**src/rtl/alu_exec_unit.sv**
```systemverilog
// ---------------------------------------------------------------------------
// alu_exec_unit
//
// Multi-cycle ALU execution unit. A command (alu_cnt, a, b) is captured when
// start is seen in IDLE. Logic and add/sub operations finish in one cycle.
// Shifts move one bit per cycle, and multiply runs a WIDTH-step shift-add
// loop. The result and flags are registered when the FSM enters DONE and
// stay stable until the next DONE entry.
//
// Ports
//   clk        in   rising-edge clock
//   rst_n      in   asynchronous active-low reset
//   start      in   command strobe, only looked at in IDLE
//   alu_cnt    in   [3:0] operation code
//   a, b       in   [WIDTH-1:0] operands (shift amount is b[3:0])
//   busy       out  high in SHIFT, MULT and DONE
//   done       out  one-cycle pulse while in DONE
//   result     out  [WIDTH-1:0] result, or low half of the product
//   result_hi  out  [WIDTH-1:0] high half of the product, 0 otherwise
//   zero       out  result (full product for mult) is zero
//   carry      out  add carry-out / sub borrow
//   ovf        out  signed overflow for add/sub
//   illegal    out  opcode was not a decoded operation
// ---------------------------------------------------------------------------
module alu_exec_unit #(
    parameter int WIDTH = 16
) (
    input  logic             clk,
    input  logic             rst_n,
    input  logic             start,
    input  logic [3:0]       alu_cnt,
    input  logic [WIDTH-1:0] a,
    input  logic [WIDTH-1:0] b,
    output logic             busy,
    output logic             done,
    output logic [WIDTH-1:0] result,
    output logic [WIDTH-1:0] result_hi,
    output logic             zero,
    output logic             carry,
    output logic             ovf,
    output logic             illegal
);

    localparam int MSB = WIDTH - 1;
    // The counter must hold both WIDTH (multiply) and 15 (largest shift).
    localparam int CW  = ($clog2(WIDTH + 1) > 4) ? $clog2(WIDTH + 1) : 4;

    localparam logic [3:0] OP_AND  = 4'b0000;
    localparam logic [3:0] OP_OR   = 4'b0010;
    localparam logic [3:0] OP_XOR  = 4'b0011;
    localparam logic [3:0] OP_ADD  = 4'b0100;
    localparam logic [3:0] OP_SUB  = 4'b1100;
    localparam logic [3:0] OP_SLL  = 4'b0001;
    localparam logic [3:0] OP_SRL  = 4'b0110;
    localparam logic [3:0] OP_MULT = 4'b0111;

    localparam logic [1:0] S_IDLE  = 2'd0;
    localparam logic [1:0] S_SHIFT = 2'd1;
    localparam logic [1:0] S_MULT  = 2'd2;
    localparam logic [1:0] S_DONE  = 2'd3;

    logic [1:0]       state_q,     state_d;
    logic [3:0]       op_q,        op_d;
    logic [WIDTH-1:0] mcand_q,     mcand_d;
    logic [WIDTH-1:0] hi_q,        hi_d;
    logic [WIDTH-1:0] lo_q,        lo_d;
    logic [CW-1:0]    cnt_q,       cnt_d;
    logic [WIDTH-1:0] result_q,    result_d;
    logic [WIDTH-1:0] result_hi_q, result_hi_d;
    logic             zero_q,      zero_d;
    logic             carry_q,     carry_d;
    logic             ovf_q,       ovf_d;
    logic             illegal_q,   illegal_d;

    logic [WIDTH:0]   sum_w;
    logic [WIDTH:0]   diff_w;
    logic [WIDTH-1:0] shift_next;
    logic [WIDTH-1:0] addend;
    logic [WIDTH:0]   step_sum;
    logic [WIDTH-1:0] step_hi;
    logic [WIDTH-1:0] step_lo;

    logic             load_out;
    logic [WIDTH-1:0] out_res;
    logic [WIDTH-1:0] out_hi;
    logic             out_carry;
    logic             out_ovf;
    logic             out_illegal;

    // Datapath helpers. Bit WIDTH of diff_w is the unsigned borrow (a < b).
    // One multiply step adds the multiplicand into the high half when the
    // multiplier LSB is set, then shifts the {hi, lo} pair right by one.
    always_comb begin
        sum_w      = {1'b0, a} + {1'b0, b};
        diff_w     = {1'b0, a} - {1'b0, b};
        shift_next = (op_q == OP_SRL) ? (lo_q >> 1) : (lo_q << 1);
        addend     = lo_q[0] ? mcand_q : '0;
        step_sum   = {1'b0, hi_q} + {1'b0, addend};
        step_hi    = step_sum[WIDTH:1];
        step_lo    = {step_sum[0], lo_q[WIDTH-1:1]};
    end

    // Next-state logic. Whenever a path enters DONE it raises load_out and
    // fills the out_* values. The output registers then update in one place,
    // so they only change on a DONE entry.
    always_comb begin
        state_d     = state_q;
        op_d        = op_q;
        mcand_d     = mcand_q;
        hi_d        = hi_q;
        lo_d        = lo_q;
        cnt_d       = cnt_q;
        result_d    = result_q;
        result_hi_d = result_hi_q;
        zero_d      = zero_q;
        carry_d     = carry_q;
        ovf_d       = ovf_q;
        illegal_d   = illegal_q;
        load_out    = 1'b0;
        out_res     = '0;
        out_hi      = '0;
        out_carry   = 1'b0;
        out_ovf     = 1'b0;
        out_illegal = 1'b0;

        case (state_q)
            S_IDLE: begin
                if (start) begin
                    op_d     = alu_cnt;
                    state_d  = S_DONE;
                    load_out = 1'b1;
                    case (alu_cnt)
                        OP_AND: out_res = a & b;
                        OP_OR:  out_res = a | b;
                        OP_XOR: out_res = a ^ b;
                        OP_ADD: begin
                            out_res   = sum_w[WIDTH-1:0];
                            out_carry = sum_w[WIDTH];
                            out_ovf   = (a[MSB] == b[MSB]) && (sum_w[MSB] != a[MSB]);
                        end
                        OP_SUB: begin
                            out_res   = diff_w[WIDTH-1:0];
                            out_carry = diff_w[WIDTH];
                            out_ovf   = (a[MSB] != b[MSB]) && (diff_w[MSB] != a[MSB]);
                        end
                        OP_SLL, OP_SRL: begin
                            if (b[3:0] == 4'd0) begin
                                out_res = a;
                            end else begin
                                load_out = 1'b0;
                                state_d  = S_SHIFT;
                                lo_d     = a;
                                cnt_d    = CW'(b[3:0]);
                            end
                        end
                        OP_MULT: begin
                            load_out = 1'b0;
                            state_d  = S_MULT;
                            mcand_d  = a;
                            lo_d     = b;
                            hi_d     = '0;
                            cnt_d    = CW'(WIDTH);
                        end
                        default: out_illegal = 1'b1;
                    endcase
                end
            end
            S_SHIFT: begin
                // The last shift goes straight into the result register.
                lo_d  = shift_next;
                cnt_d = cnt_q - CW'(1);
                if (cnt_q == CW'(1)) begin
                    out_res  = shift_next;
                    load_out = 1'b1;
                    state_d  = S_DONE;
                end
            end
            S_MULT: begin
                hi_d  = step_hi;
                lo_d  = step_lo;
                cnt_d = cnt_q - CW'(1);
                if (cnt_q == CW'(1)) begin
                    out_res  = step_lo;
                    out_hi   = step_hi;
                    load_out = 1'b1;
                    state_d  = S_DONE;
                end
            end
            S_DONE: begin
                state_d = S_IDLE;
            end
            default: begin
                state_d = S_IDLE;
            end
        endcase

        if (load_out) begin
            result_d    = out_res;
            result_hi_d = out_hi;
            zero_d      = (out_res == '0) && (out_hi == '0);
            carry_d     = out_carry;
            ovf_d       = out_ovf;
            illegal_d   = out_illegal;
        end
    end

    always_ff @(posedge clk or negedge rst_n) begin
        if (!rst_n) begin
            state_q     <= S_IDLE;
            op_q        <= '0;
            mcand_q     <= '0;
            hi_q        <= '0;
            lo_q        <= '0;
            cnt_q       <= '0;
            result_q    <= '0;
            result_hi_q <= '0;
            zero_q      <= 1'b0;
            carry_q     <= 1'b0;
            ovf_q       <= 1'b0;
            illegal_q   <= 1'b0;
        end else begin
            state_q     <= state_d;
            op_q        <= op_d;
            mcand_q     <= mcand_d;
            hi_q        <= hi_d;
            lo_q        <= lo_d;
            cnt_q       <= cnt_d;
            result_q    <= result_d;
            result_hi_q <= result_hi_d;
            zero_q      <= zero_d;
            carry_q     <= carry_d;
            ovf_q       <= ovf_d;
            illegal_q   <= illegal_d;
        end
    end

    // busy and done decode directly from the state register, so reset
    // clears them without waiting for a clock edge.
    assign busy      = (state_q != S_IDLE);
    assign done      = (state_q == S_DONE);
    assign result    = result_q;
    assign result_hi = result_hi_q;
    assign zero      = zero_q;
    assign carry     = carry_q;
    assign ovf       = ovf_q;
    assign illegal   = illegal_q;

endmodule

```
**config.mk**
```make
export PLATFORM = sky130hd
export DESIGN_NAME = alu_exec_unit
export DESIGN_NICKNAME = d
export VERILOG_FILES = /design/src/rtl/alu_exec_unit.sv
export SDC_FILE = /design/constraint.sdc
export NUM_CORES = 1
export LEC_CHECK = 0
export ABC_AREA = 1
export CORE_MARGIN = 2
export CORE_UTILIZATION = 54
export DETAILED_ROUTE_END_ITERATION = 12
export PLACE_DENSITY = 0.76
export SYNTH_ARGS = -nofsm -noshare
export SYNTH_HDL_FRONTEND = slang
export SYNTH_SLANG_ARGS = --single-unit
```
**constraint.sdc**
```tcl
create_clock -name clk -period 2.9 [get_ports clk]
set_clock_uncertainty 0.1 [all_clocks]
set_input_delay 0.58 -clock clk [delete_from_list [all_inputs] [get_ports clk]]
set_output_delay 0.58 -clock clk [all_outputs]
set_load 0.05 [all_outputs]
```
== Yosys cells after proc, flatten, opt, wreduce, memory -nomap -nowiden ==
Cells that the tools add are included.
Operators by class
  $add $sub $neg: 4
  equality and inequality tests: 21
  mux-type cells: 40
  bitwise gates (word level): 3
  reduce and logical (&&, ||, !) cells: 21
Operators by type and width (count)
  $mux W16: 12
  $pmux W16 S3: 2
  $pmux W16 S6: 1
  $pmux W16 S2: 2
  $add A16 B16 Y17: 2
  $logic_not A16 Y1: 2
  $pmux W5 S2: 2
  $sub A16 B16 Y17: 1
  $and A16 B16 Y16: 1
  $eq A4 B3 Y1 const B: 4
  $or A16 B16 Y16: 1
  $xor A16 B16 Y16: 1
  $mux W1: 10
  $mux W5: 2
  $eq A4 B2 Y1 const B: 2
  $logic_not A4 Y1: 2
  $pmux W1 S2: 4
  $reduce_and A4 Y1: 2
  $reduce_or A8 Y1: 1
  $mux W2: 3
  $pmux W2 S3: 1
  $reduce_and A3 Y1: 2
  $reduce_bool A2 Y1: 3
  $eq A5 B1 Y1 const B: 1
  17 further kinds: 25
Storage, ports and cells
  flip-flop bits (word level): 95
  bits of input ports: 39
  output and inout port bits: 38
  logic and storage cells: 101

== Longest topological paths before layout ==
Gate-level depths: netlist (run 1).
  word-level depth: 7
  depth in mapped cells: 21
  depth with buffers taken out: 21

== Worst setup path before layout (run 1) ==
Ideal clock, no wire load.
  path kind: reg2reg
  start point: register lo_q[0]
  end point: register zero_q (netlist: zero)
  library setup time: 0.066 ns
  arrival time: 2.333 ns
  required time: 2.734 ns
  setup slack: 0.401 ns
  cell stages (with the launch flop): 20
  buffers on the path: 2
  clock period less this slack: 2.499 ns
  cell sequence: dfrtp_1 > clkbuf_1 > clkbuf_1 > nand2_1 > inv_1 > ha_1 > nand2_1 > nor2_1 > nor2_1 > nand2_1 > nand2_1 > nand2_1 > or2_1 > nand4_1 > nand2_1 > nor2_1 > nand3_1 > nor2_1 > nand2_1 > nand2_1
On the way
  cells in the longest elaborated chain, start to end: 6
  elaborated cells between the ends (all ways): 11
  classes of those cells: add/sub: 1; mux: 7; reduce/logical: 3
Ends and longest elaborated chain
  from (decl): RTL line 66  | logic [WIDTH-1:0] lo_q, lo_d;
  from (signal assigned): RTL line 226  | lo_q <= lo_d;
  $mux W16: RTL line 97  | addend = lo_q[0] ? mcand_q : '0;
  $add A16 B16 Y17: RTL line 98  | step_sum = {1'b0, hi_q} + {1'b0, addend};
  $mux W16: RTL line 182  | if (cnt_q == CW'(1)) begin
  $pmux W16 S3 or $mux W16 (tied branches): RTL line 126  | case (state_q)
  $logic_not A16 Y1: RTL line 200  | zero_d = (out_res == '0) && (out_hi == '0);
  $logic_and A1 B1 Y1 *: RTL line 200
  to (signal assigned): RTL line 230  | zero_q <= zero_d;
  to (decl): RTL line 70  | logic zero_q, zero_d;
Every way passes the cells marked *; elsewhere a longest branch is shown, timed or not.
A chain may end at the register's enable or synchronous reset.

== Final worst setup path (run 1) ==
  start point: input port a[2]
  end point: register zero_q (netlist: zero)
On the way
  cells in the longest elaborated chain, start to end: 6
  elaborated cells between the ends (all ways): 11
  classes of those cells: add/sub: 2; mux: 4; bitwise: 3; reduce/logical: 2
Ends and longest elaborated chain
  from (decl): RTL line 32  | input logic [WIDTH-1:0] a,
  $sub A16 B16 Y17, or another cell as far along: RTL line 95  | diff_w = {1'b0, a} - {1'b0, b};
  $pmux W16 S6 *: RTL line 132  | case (alu_cnt)
  $mux W16 *: RTL line 128  | if (start) begin
  $pmux W16 S3 *: RTL line 126
  $logic_not A16 Y1 *: RTL line 200
  $logic_and A1 B1 Y1 *: RTL line 200
Marks and branches as above.

==> results of run 1 <==
[where the power goes]
part / total, mW / switching [mW] / internal, mW / leakage [nW]
Sequential: 2.05 / 0.268 / 1.78 / 1.25
Combinational: 4.38 / 2.82 / 1.56 / 4.74
Clock: 1.28 / 0.580 / 0.699 / 0.159
Total: 7.70 / 3.66 / 4.04 / 6.15
[metrics by stage]
| stage | hold slack [ns] | cell area, um2 | worst slack, ns | std cells | util [%] |
|---|---|---|---|---|---|
| after floorplan | 0.184 | 8600 | 0.401 | 1359 | - |
| after global placement | 0.364 | 10800 | -0.413 | 1783 | 69.0 |
| after detailed placement | 0.358 | 10800 | -0.463 | 1783 | 69.0 |
| after CTS | 0.126 | 11200 | 0.00648 | 1799 | 71.2 |
| after global routing | 0.162 | 11400 | -0.101 | 1804 | 72.7 |
| final | 0.110 | 11400 | 0.0502 | 1804 | 72.7 |
[state kept, by name, summed over array words and instances (netlist names)]
name / cells
ovf: 1
result: 16
zero: 1
result_hi: 16
illegal: 1
op_q: 4
mcand_q: 16
carry: 1
state_q: 2
lo_q: 16
cnt_q: 5
hi_q: 16
[worst max-delay path: cells and delay by family]
kind / cells / cell delay [ns]
AND/OR/NAND/NOR: 16 / 1.42
buffers and inverters: 4 / 0.76
adder cells (fa/ha/maj): 1 / 0.28
[cell type report]
type                            count  area, um2  area share (%)
Clock buffer                        9        225            1.97
Clock inverter                      7       97.6           0.854
Multi-Input combinational cell   1017       5450            47.7
Sequential cell                    95       2380            20.8
Inverter                          195        732            6.41
Tap cell                          216        270            2.37
Timing Repair Buffer              265       2270            19.8
[cell usage after synthesis (10+ instances only)]
| library cell | count | area (um2) |
|---|---|---|
| ha_1 | 71 | 888 |
| a31oi_1 | 10 | 62.6 |
| a21oi_1 | 49 | 245 |
| dfrtp_1 | 95 | 2380 |
| nor2_1 | 96 | 360 |
| o211ai_1 | 10 | 75.1 |
| nand2_1 | 424 | 1590 |
| clkbuf_1 | 21 | 78.8 |
| o21ai_0 | 109 | 546 |
| inv_1 | 184 | 691 |
| nand3_1 | 137 | 686 |
| nand4_1 | 20 | 125 |
| o22ai_1 | 22 | 138 |
| buf_2 | 28 | 140 |
[routing by layer]
metal  routed length (um)  vias to the layer above  GRT usage (%)
met5                    0                        -              0
met2                13600                      412           58.2
li1                     -                     4850              -
met3                 2000                       82           4.31
met1                12100                     4407           45.3
met4                 1300                        0           15.6
[cells by family (layout without fill, tap and decap cells)]
family / after synthesis / after routing / share of synthesized area [%]
buffers and inverters: 247 / 476 / 11.4
AND/OR/NAND/NOR: 703 / 703 / 34.2
XOR/XNOR: 5 / 5 / 0.509
adder cells (fa/ha/maj): 74 / 74 / 11.0
AO/OA/AOI/OAI: 235 / 235 / 15.3
flip-flops: 95 / 95 / 27.6
[worst max path at each step]
stage	from	endpoint	depth (start not counted)
2_1_floorplan	lo_q[0]	zero	19
3_3_place_gp	b[0]	zero	21
3_5_place_dp	a[0]	zero	19
4_1_cts	b[1]	zero	21
5_1_grt	b[3]	zero	20
6_report	a[2]	zero	21
[repair_timing]
item	in CTS	in global routing
pin swaps	0	12
buffers inserted	0	5
resized for setup	9	58
endpoints found under the setup margin	1	28
==> flow_summary.json, run 1 <==
{
  "fp.dieH_um": 130,
  "status": "completed",
  "routed-via-count": 9751,
  "worstMarginPinSlew_ns": 0.559,
  "slew_violations": 0,
  "syn-cell-area_um2": 8600,
  "maxCapViolations": 0,
  "setup_viol": 0,
  "avgSynthCellArea_um2": 6.33,
  "synth_edf_count": 0,
  "grt_pass1_vias": 9131,
  "clockRootBuffer": "clkbuf_16",
  "grt_max_degree": 54,
  "max-slew-margin-rel_pct": 62.7,
  "layout_commonest_cell": "nand2_1",
  "grt-ovfl-total": 0,
  "io_pins": 77,
  "clock_latency_ns": 0.36,
  "crit_path_end_kind": "flip-flop",
  "r2r-start": "lo_q[0]",
  "grt_usage_pct": 34.8,
  "routed_wl_um": 29000,
  "diodes": 0,
  "cp_slowest_stage_delay_ns": 0.50,
  "fmax_mhz": 351,
  "r2r-end": "zero",
  "hold_buffers": 0,
  "clock_sinks": 95,
  "drive_above_1_share_pct": 17.4,
  "clk_pin_slew_ns": 0.08,
  "grt_pass1_wl_um": 45700,
  "clk_path_buf_depth": 2,
  "finalHoldViolations": 0,
  "fin_crit_sh_pct": 98.3,
  "pwr_density_cell_nw_per_um2": 675,
  "hpwl_um": 23000,
  "area_growth_syn_to_layout_pct": 32.7,
  "cts_max_level": 3,
  "rr_worst_depth": 17,
  "synthCells": 1359,
  "drc": 0,
  "ys_seq_elements": 95,
  "post_drt_wl_per_cell_um": 16.1,
  "die_width_um": 130,
  "vias_per_cell": 5.41,
  "fill_cells": 1352,
  "ys_seq_area_share_pct": 27.6,
  "antenna_found_initial": 0,
  "crit_path_max_fanout": 7,
  "cp_slowest_cell": "clkdlybuf4s50_1",
  "reg2reg_setup_slack_ns": 0.10,
  "tns_ns": 0,
  "core-area_um2": 15700,
  "p_leak_nw": 6.15,
  "antenna_left": 0,
  "cp_cell_sequence": "clkdlybuf4s50_1 > inv_1 > ha_4 > inv_2 > buf_4 > nand2_1 > nand2_1 > nor2_1 > nor2_1 > nand3_1 > nand2_1 > nand2_1 > nand2_1 > nand3_1 > nor2_1 > nand2_1 > nor2_1 > nand3_1 > nor2_1 > nand2_1 > nand2_1",
  "syn_nets": 1472,
  "critPathRequiredTime_ns": 3.10,
  "yosysWarnings": 0,
  "synth_cell_types": 39,
  "layout_min_cycle_time_ns": 2.85,
  "rows": 46,
  "cts_tree": "yes",
  "mostFrequentLayoutCells": "416 x nand2_1, 182 x buf_4, 179 x inv_1",
  "async_flop_share_pct": 100,
  "final_nets": 1696,
  "firstDrtPassIters": 6,
  "crit_top_cell": "nand2_1",
  "numCtsBuffers": 9,
  "min_path_type": "in2async",
  "start_util_pct": 54.8,
  "routabilityCongestion": 0.968,
  "port_buffers": 76,
  "critPathKind": "in2reg",
  "synthFlopType": "dfrtp_1",
  "start_kind": "input pin",
  "arrival_ns": 3.05,
  "finalPower_mw": 7.70,
  "rsz0062_at_grt": "true",
  "die_area_um2": 17000,
  "ir_worst_vdd_mv": 0.409,
  "drt_iter0_drc": 904
}
(Power assumes the default switching activity.)
==> run 2, diff against run 1 <==
--- a/config.mk
+++ b/config.mk
@@ -7,9 +7,9 @@
 export LEC_CHECK = 0
 export ABC_AREA = 1
 export CORE_MARGIN = 2
-export CORE_UTILIZATION = 54
+export CORE_UTILIZATION = 31
 export DETAILED_ROUTE_END_ITERATION = 12
-export PLACE_DENSITY = 0.76
+export PLACE_DENSITY = 0.6
 export SYNTH_ARGS = -nofsm -noshare
 export SYNTH_HDL_FRONTEND = slang
 export SYNTH_SLANG_ARGS = --single-unit
==> constraint.sdc (replaced) <==
create_clock -name clk -period 3.2 [get_ports clk]
set_clock_uncertainty 0.1 [all_clocks]
set_input_delay 0.64 -clock clk [delete_from_list [all_inputs] [get_ports clk]]
set_output_delay 0.64 -clock clk [all_outputs]
set_load 0.05 [all_outputs]
==> run 2 against run 1 <==
Sequential share of layout area up 0.69 points. Via count decreased by 4.4%. Utilization down 32 points. Critical path depth fell by 2. Combinational power decreased by 15%. Power fell by 13%. Sequential power fell by 9.8%. Cell count increased by 6.2%. First-iteration DRC count shrank 27%. Register-to-register slack improved by 0.28 ns. Critical path type unchanged. Largest cell class unchanged.
==> flow_summary.json, run 2 (synthesis results as in run 1) <==
{
  "hpwl_um": 23600,
  "cp_top_family": "simple AND/OR/NAND/NOR gates",
  "post_drt_wl_per_cell_um": 15.1,
  "p_leak_nw": 5.86,
  "arrival_ns": 3.18,
  "grt_pass1_wl_um": 45900,
  "pwr_density_cell_nw_per_um2": 604,
  "max-slew-margin-rel_pct": 57.3,
  "final_nets": 1651,
  "finish.utilization_pct": 40.8,
  "critPathKind": "in2reg",
  "routed_wl_um": 28800,
  "numCtsBuffers": 9,
  "fin_crit_sh_pct": 93.1,
  "grt_usage_pct": 20.2,
  "die_area_um2": 29100,
  "setup_viol": 0,
  "grt_max_degree": 50,
  "crit_top_cell": "nand2_1",
  "cp.buffers_inverters": 3,
  "routed-via-count": 9326,
  "start_kind": "input pin",
  "start_util_pct": 31.7,
  "crit_path_end_kind": "flip-flop",
  "post-cts-setup-buffer-count": 0,
  "crit_path_max_fanout": 4,
  "intPower_mw": 3.44,
  "final_area_um2": 11100,
  "maxCapViolations": 0,
  "core-area_um2": 27100,
  "grt_pass1_vias": 8808,
  "fmax_mhz": 336,
  "clockRootBuffer": "clkbuf_16",
  "vias_per_cell": 4.87,
  "cts_tree": "yes",
  "drt_iter0_drc": 662,
  "routabilityCongestion": 0.963,
  "p_sw_share_pct": 48.5,
  "cp_slowest_cell": "clkdlybuf4s50_1",
  "clock_sinks": 95,
  "comb_power_share_pct": 55.7,
  "antenna_left": 0,
  "antenna_found_initial": 0,
  "firstDrtPassIters": 6,
  "cts_max_level": 3,
  "die_width_um": 171,
  "finalHoldViolations": 0,
  "drive_above_1_share_pct": 12.4,
  "critPathRequiredTime_ns": 3.40,
  "rows": 60,
  "finalNonFillerCells": 1915,
  "ctsResizeCount": 0,
  "cp_slowest_stage_delay_ns": 0.52,
  "clock_latency_ns": 0.36,
  "hold_buffers": 0,
  "cp_cell_sequence": "clkdlybuf4s50_1 > ha_2 > inv_1 > fa_2 > inv_2 > nand3_1 > nand2_2 > nand2_1 > nand3_1 > nand3_1 > nand2_1 > nand2_1 > nand2_1 > nand3_1 > nor2_1 > nand4_1 > nor2_1 > nand2_1 > nand2_1",
  "clk_path_buf_depth": 2,
  "layout_min_cycle_time_ns": 2.98,
  "area_growth_syn_to_layout_pct": 28.4,
  "fill_cells": 2915,
  "worstMarginPinSlew_ns": 0.641,
  "mostFrequentLayoutCells": "423 x nand2_1, 183 x inv_1, 141 x buf_4",
  "dp_cells": 1899,
  "fp.dieH_um": 171,
  "min_path_type": "in2async",
  "p_seq_share_pct": 27.7,
  "p_sw_mw": 3.24,
  "pwr-share-clk_pct": 16.6,
  "io_pins": 77,
  "clk_pin_slew_ns": 0.08,
  "ir_worst_vdd_mv": 0.288,
  "drc": 0,
  "dpl-instance-area_um2": 10700,
  "slew_violations": 0,
  "grt-ovfl-total": 0,
  "status": "completed",
  "layout_commonest_cell": "nand2_1",
  "diodes": 0,
  "port_buffers": 76,
  "rsz0062_at_grt": "false"
}
run 2: changes by cell type in the layout (fill, tap and decap cells not counted), moves of 5 or more:
cell	change
buf_4	-41
clkdlybuf4s50_1	+5
nor2_1	+7
a21oi_1	+8
nand2_1	+7
nor2_2	-6
a21oi_2	-8
nand2_2	-7
ha_4	-6
ha_1	+7
run 2: power by group through the flow:
| stage | logic, mW | clock network (mW) | registers, mW |
|---|---|---|---|
| 2_1_floorplan | 2.23 | 0 | 2.11 |
| 3_3_place_gp | 3.64 | 0 | 1.86 |
| 3_5_place_dp | 3.69 | 0 | 1.87 |
| 4_1_cts | 3.70 | 1.13 | 1.85 |
| 5_1_grt | 4.14 | 1.18 | 1.90 |
| 6_report | 3.72 | 1.11 | 1.85 |
run 2: final cells by class:
cell class	count	area, um2	area share (%)
tap	372	465	4.21
clock buffer	9	225	2.04
sequential	95	2380	21.5
multi-input combinational	1017	5280	47.8
timing repair buffer	220	1890	17.1
inverter	195	732	6.62
clock inverter	7	76.3	0.691
run 2: metrics by stage:
| stage | setup slack [ns] | TNS, ns | power [mW] | hold WS [ns] |
|---|---|---|---|---|
| 3_5_place_dp | -0.244 | -0.793 | 5.57 | 0.358 |
| 4_1_cts | 0.132 | 0 | 6.69 | 0.219 |
| 6_report | 0.222 | 0 | 6.68 | 0.193 |
| 5_1_grt | 0.0122 | 0 | 7.22 | 0.247 |
| 3_3_place_gp | -0.208 | -0.586 | 5.51 | 0.354 |
| 2_1_floorplan | 0.665 | 0 | 4.33 | 0.244 |
run 2: path summary, 6_finish.rpt:
kind / start / endpoint / slack [ns] / depth (start not counted)
worst max-delay path: b[0] / zero / 0.22 / 19
worst min register to register: result_hi[0] / result_hi[0] / 0.37 / 2
max in group asynchronous: rst_n / mcand_q[6] / 2.12 / 2
worst max register to register: lo_q[0] / zero / 0.38 / 20
worst min-delay path: rst_n / result_hi[1] / 0.19 / 1
min in group clk: result_hi[0] / result_hi[0] / 0.37 / 2
run 2: per-layer routing:
| metal | part of all wire [%] | up-vias | GRT usage (%) |
|---|---|---|---|
| met2 | 46 | 263 | 33.6 |
| met4 | 2.5 | 0 | 7.02 |
| li1 | - | 4760 | - |
| met3 | 5.2 | 40 | 1.99 |
| met1 | 46 | 4263 | 27.2 |
| met5 | 0 | - | 0 |
run 2: worst reg2reg max path: stages, from the launching register on:
cell and delay, ns:
dfrtp_1 0.43, nand2_1 0.08, inv_1 0.04, ha_1 0.22, fa_1 0.46, nand2_1 0.13
nand2_1 0.10, nand2_1 0.08, xor2_1 0.15, nor2_1 0.07, nand2_1 0.07, nand2_1 0.05
inv_1 0.05, nand3_1 0.11, nor2_1 0.12, nand2_1 0.08, nor2_1 0.09, nand3_1 0.09
nor2_1 0.12, nand2_1 0.07, nand2_1 0.05
==> run 3, diff against run 2 <==
--- a/config.mk
+++ b/config.mk
@@ -8,6 +8,7 @@
 export ABC_AREA = 1
 export CORE_MARGIN = 2
 export CORE_UTILIZATION = 31
+export CTS_BUF_LIST = sky130_fd_sc_hd__clkbuf_2
 export DETAILED_ROUTE_END_ITERATION = 12
 export PLACE_DENSITY = 0.6
 export SYNTH_ARGS = -nofsm -noshare
==> run 3 against run 2 <==
Utilization down 0.75 points. Non-clock buffer count up 1. Critical path type is now reg2out. Flip-flop and latch count unchanged. Global-route usage about the same. Design area down 1.8%. Cell count up 0.10%. Power down 7.3%. Largest cell class unchanged.
==> flow_summary.json, run 3 (synthesis results as in run 1) <==
{
  "status": "completed",
  "routed_wl_um": 28900,
  "antenna_left": 0,
  "grt_usage_pct": 20.1,
  "grt-busiest-layer": "met2",
  "p_leak_nw": 5.79,
  "crit_path_max_fanout": 5,
  "max-slew-margin-rel_pct": 57.4,
  "maxCapViolations": 0,
  "rsz0062_at_grt": "false",
  "fp.dieH_um": 171,
  "register_area_um2": 2380,
  "routed-via-count": 9348,
  "io_pins": 77,
  "crit_path_end_kind": "output port",
  "hpwl_um": 23600,
  "start_kind": "flip-flop",
  "die_width_um": 171,
  "met3_usage_pct": 1.57,
  "ir_worst_vdd_mv": 0.270,
  "fin_crit_sh_pct": 94.2,
  "numCtsBuffers": 9,
  "clk_pin_slew_ns": 0.32,
  "slew_violations": 0,
  "post_drt_wl_per_cell_um": 15.1,
  "area_growth_syn_to_layout_pct": 26.1,
  "multi_input_area_um2": 5250,
  "critPathKind": "reg2out",
  "drc": 0,
  "dp_cells": 1899,
  "min_path_type": "in2async",
  "finish.utilization_pct": 40.0,
  "worstMarginPinSlew_ns": 0.640,
  "clockRootBuffer": "clkbuf_2",
  "cts_tree": "yes",
  "use_met1_pct": 27.1,
  "vias_per_cell": 4.88,
  "grt-ovfl-total": 0,
  "setup_viol": 0,
  "antenna_found_initial": 1,
  "drt_iter0_drc": 705,
  "pwr_density_cell_nw_per_um2": 571,
  "start_util_pct": 31.7,
  "fmax_mhz": 332,
  "final_nets": 1652,
  "layout_commonest_cell": "nand2_1",
  "clock_latency_ns": 0.65,
  "critPathRequiredTime_ns": 2.46,
  "firstDrtPassIters": 7,
  "rows": 60,
  "layout_min_cycle_time_ns": 3.01,
  "clock_sinks": 95,
  "port_buffers": 76,
  "cts_max_level": 3,
  "grt_pass1_wl_um": 45900,
  "finalPower_mw": 6.19,
  "drive_above_1_share_pct": 11.7,
  "grt_max_degree": 50,
  "clk_path_buf_depth": 2,
  "routabilityCongestion": 0.963,
  "finalHoldViolations": 0,
  "finalNonFillerCells": 1917,
  "final_area_um2": 10800,
  "dpl-instance-area_um2": 10700,
  "core-area_um2": 27100,
  "fill_cells": 2950,
  "arrival_ns": 2.27,
  "mostFrequentLayoutCells": "424 x nand2_1, 184 x inv_1, 141 x buf_4",
  "grtUsageMet2_pct": 33.8,
  "grt_pass1_vias": 8822,
  "die_area_um2": 29100
}
==> run 3: changes by cell type in the layout (fill, tap and decap cells not counted), moves of 2 or more <==
| cell | change |
|---|---|
| fa_2 | -2 |
| nor2_2 | -2 |
| fa_1 | +2 |
| ha_2 | -3 |
| ha_1 | +4 |
| nor2_1 | +2 |
| clkbuf_2 | +9 |
| clkbuf_16 | -9 |
==> run 3: final timing paths <==
check                        startpoint            to  slack, ns  cells after the start
min reg2reg                result_hi[0]  result_hi[0]       0.41                      2
max                          state_q[0]          busy       0.19                      4
min                               rst_n  result_hi[1]       0.39                      2
max reg2reg                     lo_q[0]          zero       0.36                     20
max in group asynchronous         rst_n       hi_q[0]       1.91                      3
min in group clk           result_hi[0]  result_hi[0]       0.41                      2
==> run 3: area by class of cell <==
| class | instances | area share (%) |
|---|---|---|
| flip-flops and latches | 95 | 21.9 |
| multi-input cells | 1017 | 48.4 |
| repair buffers | 221 | 17.5 |
| clock inverters | 7 | 0.704 |
| well taps | 372 | 4.29 |
| inverters | 195 | 6.75 |
| clock buffers | 9 | 0.415 |
| diodes | 1 | 0.0231 |
==> run 3: where the power goes <==
group          internal [mW]  total (mW)  switching, mW
registers               1.60        1.85          0.243
logic                   1.27        3.71           2.44
clock network          0.128       0.637          0.509
==> run 3: through the flow <==
step / setup slack, ns / setup TNS (ns) / hold slack [ns]
final: 0.186 / 0 / 0.391
after CTS: 0.148 / 0 / 0.387
after global placement: -0.208 / -0.586 / 0.354
after global routing: 0.0677 / 0 / 0.431
after detailed placement: -0.244 / -0.793 / 0.358
after floorplan: 0.665 / 0 / 0.244
==> run 3: timing repair <==
action / in CTS / in global routing
setup buffers: 0 / 0
hold endpoints to repair: 46 / 0
endpoints found under the setup margin: 1 / 0
resized for setup: 1 / 0
hold buffers: 1 / 0
==> run 3: critical path, cell delays in order (launching register included) <==
cell and delay (ns):
dfrtp_1 0.48, inv_1 0.10, ha_1 0.27, inv_1 0.22, dlygate4sd2_1 0.56
==> run 3: layer usage <==
layer | vias to the layer above | wire [um] | part of all wire (%)
met3 | 46 | 1290 | 4.5
met5 | - | 0 | 0
met4 | 0 | 810 | 2.8
met2 | 261 | 13400 | 46
li1 | 4764 | - | -
met1 | 4277 | 13400 | 46
==> RTL change, RTL diff (settings of run 1) <==
Register the outputs `busy` and `done`, cleared by the reset; this adds one clock of latency there. The other outputs are not delayed to match. Comments in the files are not updated.
--- a/src/rtl/alu_exec_unit.sv
+++ b/src/rtl/alu_exec_unit.sv
@@ -238,4 +238,11 @@
     // clears them without waiting for a clock edge.
-    assign busy      = (state_q != S_IDLE);
-    assign done      = (state_q == S_DONE);
+    always_ff @(posedge clk or negedge rst_n) begin
+        if (!rst_n) begin
+            busy <= '0;
+            done <= '0;
+        end else begin
+            busy <= (state_q != S_IDLE);
+            done <= (state_q == S_DONE);
+        end
+    end
     assign result    = result_q;
Check against the original RTL: not equivalent (Yosys sat finds a counterexample within 4 cycles, from zero or initial values and one cycle with rst_n low).
==> RTL change against run 1 <==
- sequential cell count increased by 2
- hold slack got worse by 0.028 ns
- worst setup slack improved by 0.026 ns
- wire length grew 1.9%
- cell area hardly changed
- highest routed layer unchanged
- power grew 1.5%
- final cell count down 1.1%
- first-iteration DRC count down 20%
- synthesized cell count is 1.9% lower
- global-route usage grew 1.1 points
- synthesized area is 0.73% lower
==> RTL change: results <==
export IMPL_numPlacedInstances=1766
export IMPL_multi_input_area_sq_mm=0.00540
export IMPL_power_density_mw_per_mm2=684
export IMPL_globalRouteMet1Util_pct=47.9
export IMPL_power_switching_uw=3650
export IMPL_count_of_antenna_diodes_in_the_layout=0
export IMPL_wirelength_met1_um=12500
export IMPL_post_dp_hpwl_um=23500
export IMPL_synth_distinct_cells=43
export IMPL_wl_met3_um=2080
export IMPL_synthesized_net_count=1446
export IMPL_wl_met2_um=13600
export IMPL_use_met2_pct=58.6
export IMPL_synth_common_cells="406 x nand2_1, 178 x inv_1, 121 x o21ai_0"
export IMPL_async_s_r_ff_share_synth_pct=100
export IMPL_crit_path_dat_ns=3.01
export IMPL_pwr_share_comb_pct=56.6
export IMPL_fmaxAchievable_mhz=354
export IMPL_route_detailed_wl_per_inst_um=16.6
export IMPL_cp_startpoint="b[3]"
export IMPL_fin_hold_ws_ns=0.0814
export IMPL_cts_repair_resized=2
export IMPL_maximum_vdd_drop_mv=0.473
export IMPL_post_synth_inst_count=1333
export IMPL_drt_first_pass_iters=5
export IMPL_dp_worst_setup_slack_ns=-0.375
export IMPL_critPathMaxFanout=4
export IMPL_design_final_nets=1681
export IMPL_detailroute_via_count=9804
export IMPL_synth_yosys_seq_area_share_pct=28.4
export IMPL_grt_pass1_vias=9389
export IMPL_post_dp_cell_area_sq_mm=0.0108
export IMPL_post_synth_main_area_contributors="dfrtp_1 28%, nand2_1 18%, ha_1 10%, inv_1 7.8%, o21ai_0 7.1%"
export IMPL_clkPwrFrac_pct=16.8
export IMPL_post_route_cells_drive_above_1_share_pct=18.0
export IMPL_gp_congestion=0.954
export IMPL_final_routed_wirelength_across_all_metal_layers_um=29500
export IMPL_run_status="finished, final reports clean"
export IMPL_grt_usage_pct=35.9
export IMPL_fillerInstances=1332
[RTL change: cell types whose count changed after synthesis, sizes merged, moves of 4 or more]
cell,run 1,this run
nand2,427,411
nor2,101,109
inv,193,181
a31oi,10,6
nand3,137,120
o21ai,120,126
[RTL change: worst register-to-register path: cells and delay by family (launching register included)]
family | cells | cell delay, ns
flops | 1 | 0.40
buf+inv | 4 | 0.46
simple gates | 10 | 0.96
compound gates | 2 | 0.46
fa+ha+maj | 1 | 0.32
[RTL change: kinds of logic (layout without fill, tap and decap cells)]
logic type	count (synthesis)	count (layout)	share of synthesized area (%)
buffers and inverters	235	475	11.0
XOR/XNOR	5	5	0.513
adder cells (fa/ha/maj)	74	74	11.1
AND/OR/NAND/NOR	687	687	33.8
flip-flops	97	97	28.4
AO/OA/AOI/OAI	235	235	15.1
[RTL change: cell type report]
class	count	area share [%]
sequential	97	21.2
clock inverter	5	0.755
tap	211	2.31
multi-input combinational	1001	47.2
clock buffer	11	2.12
timing repair buffer	276	20.3
inverter	183	6.03
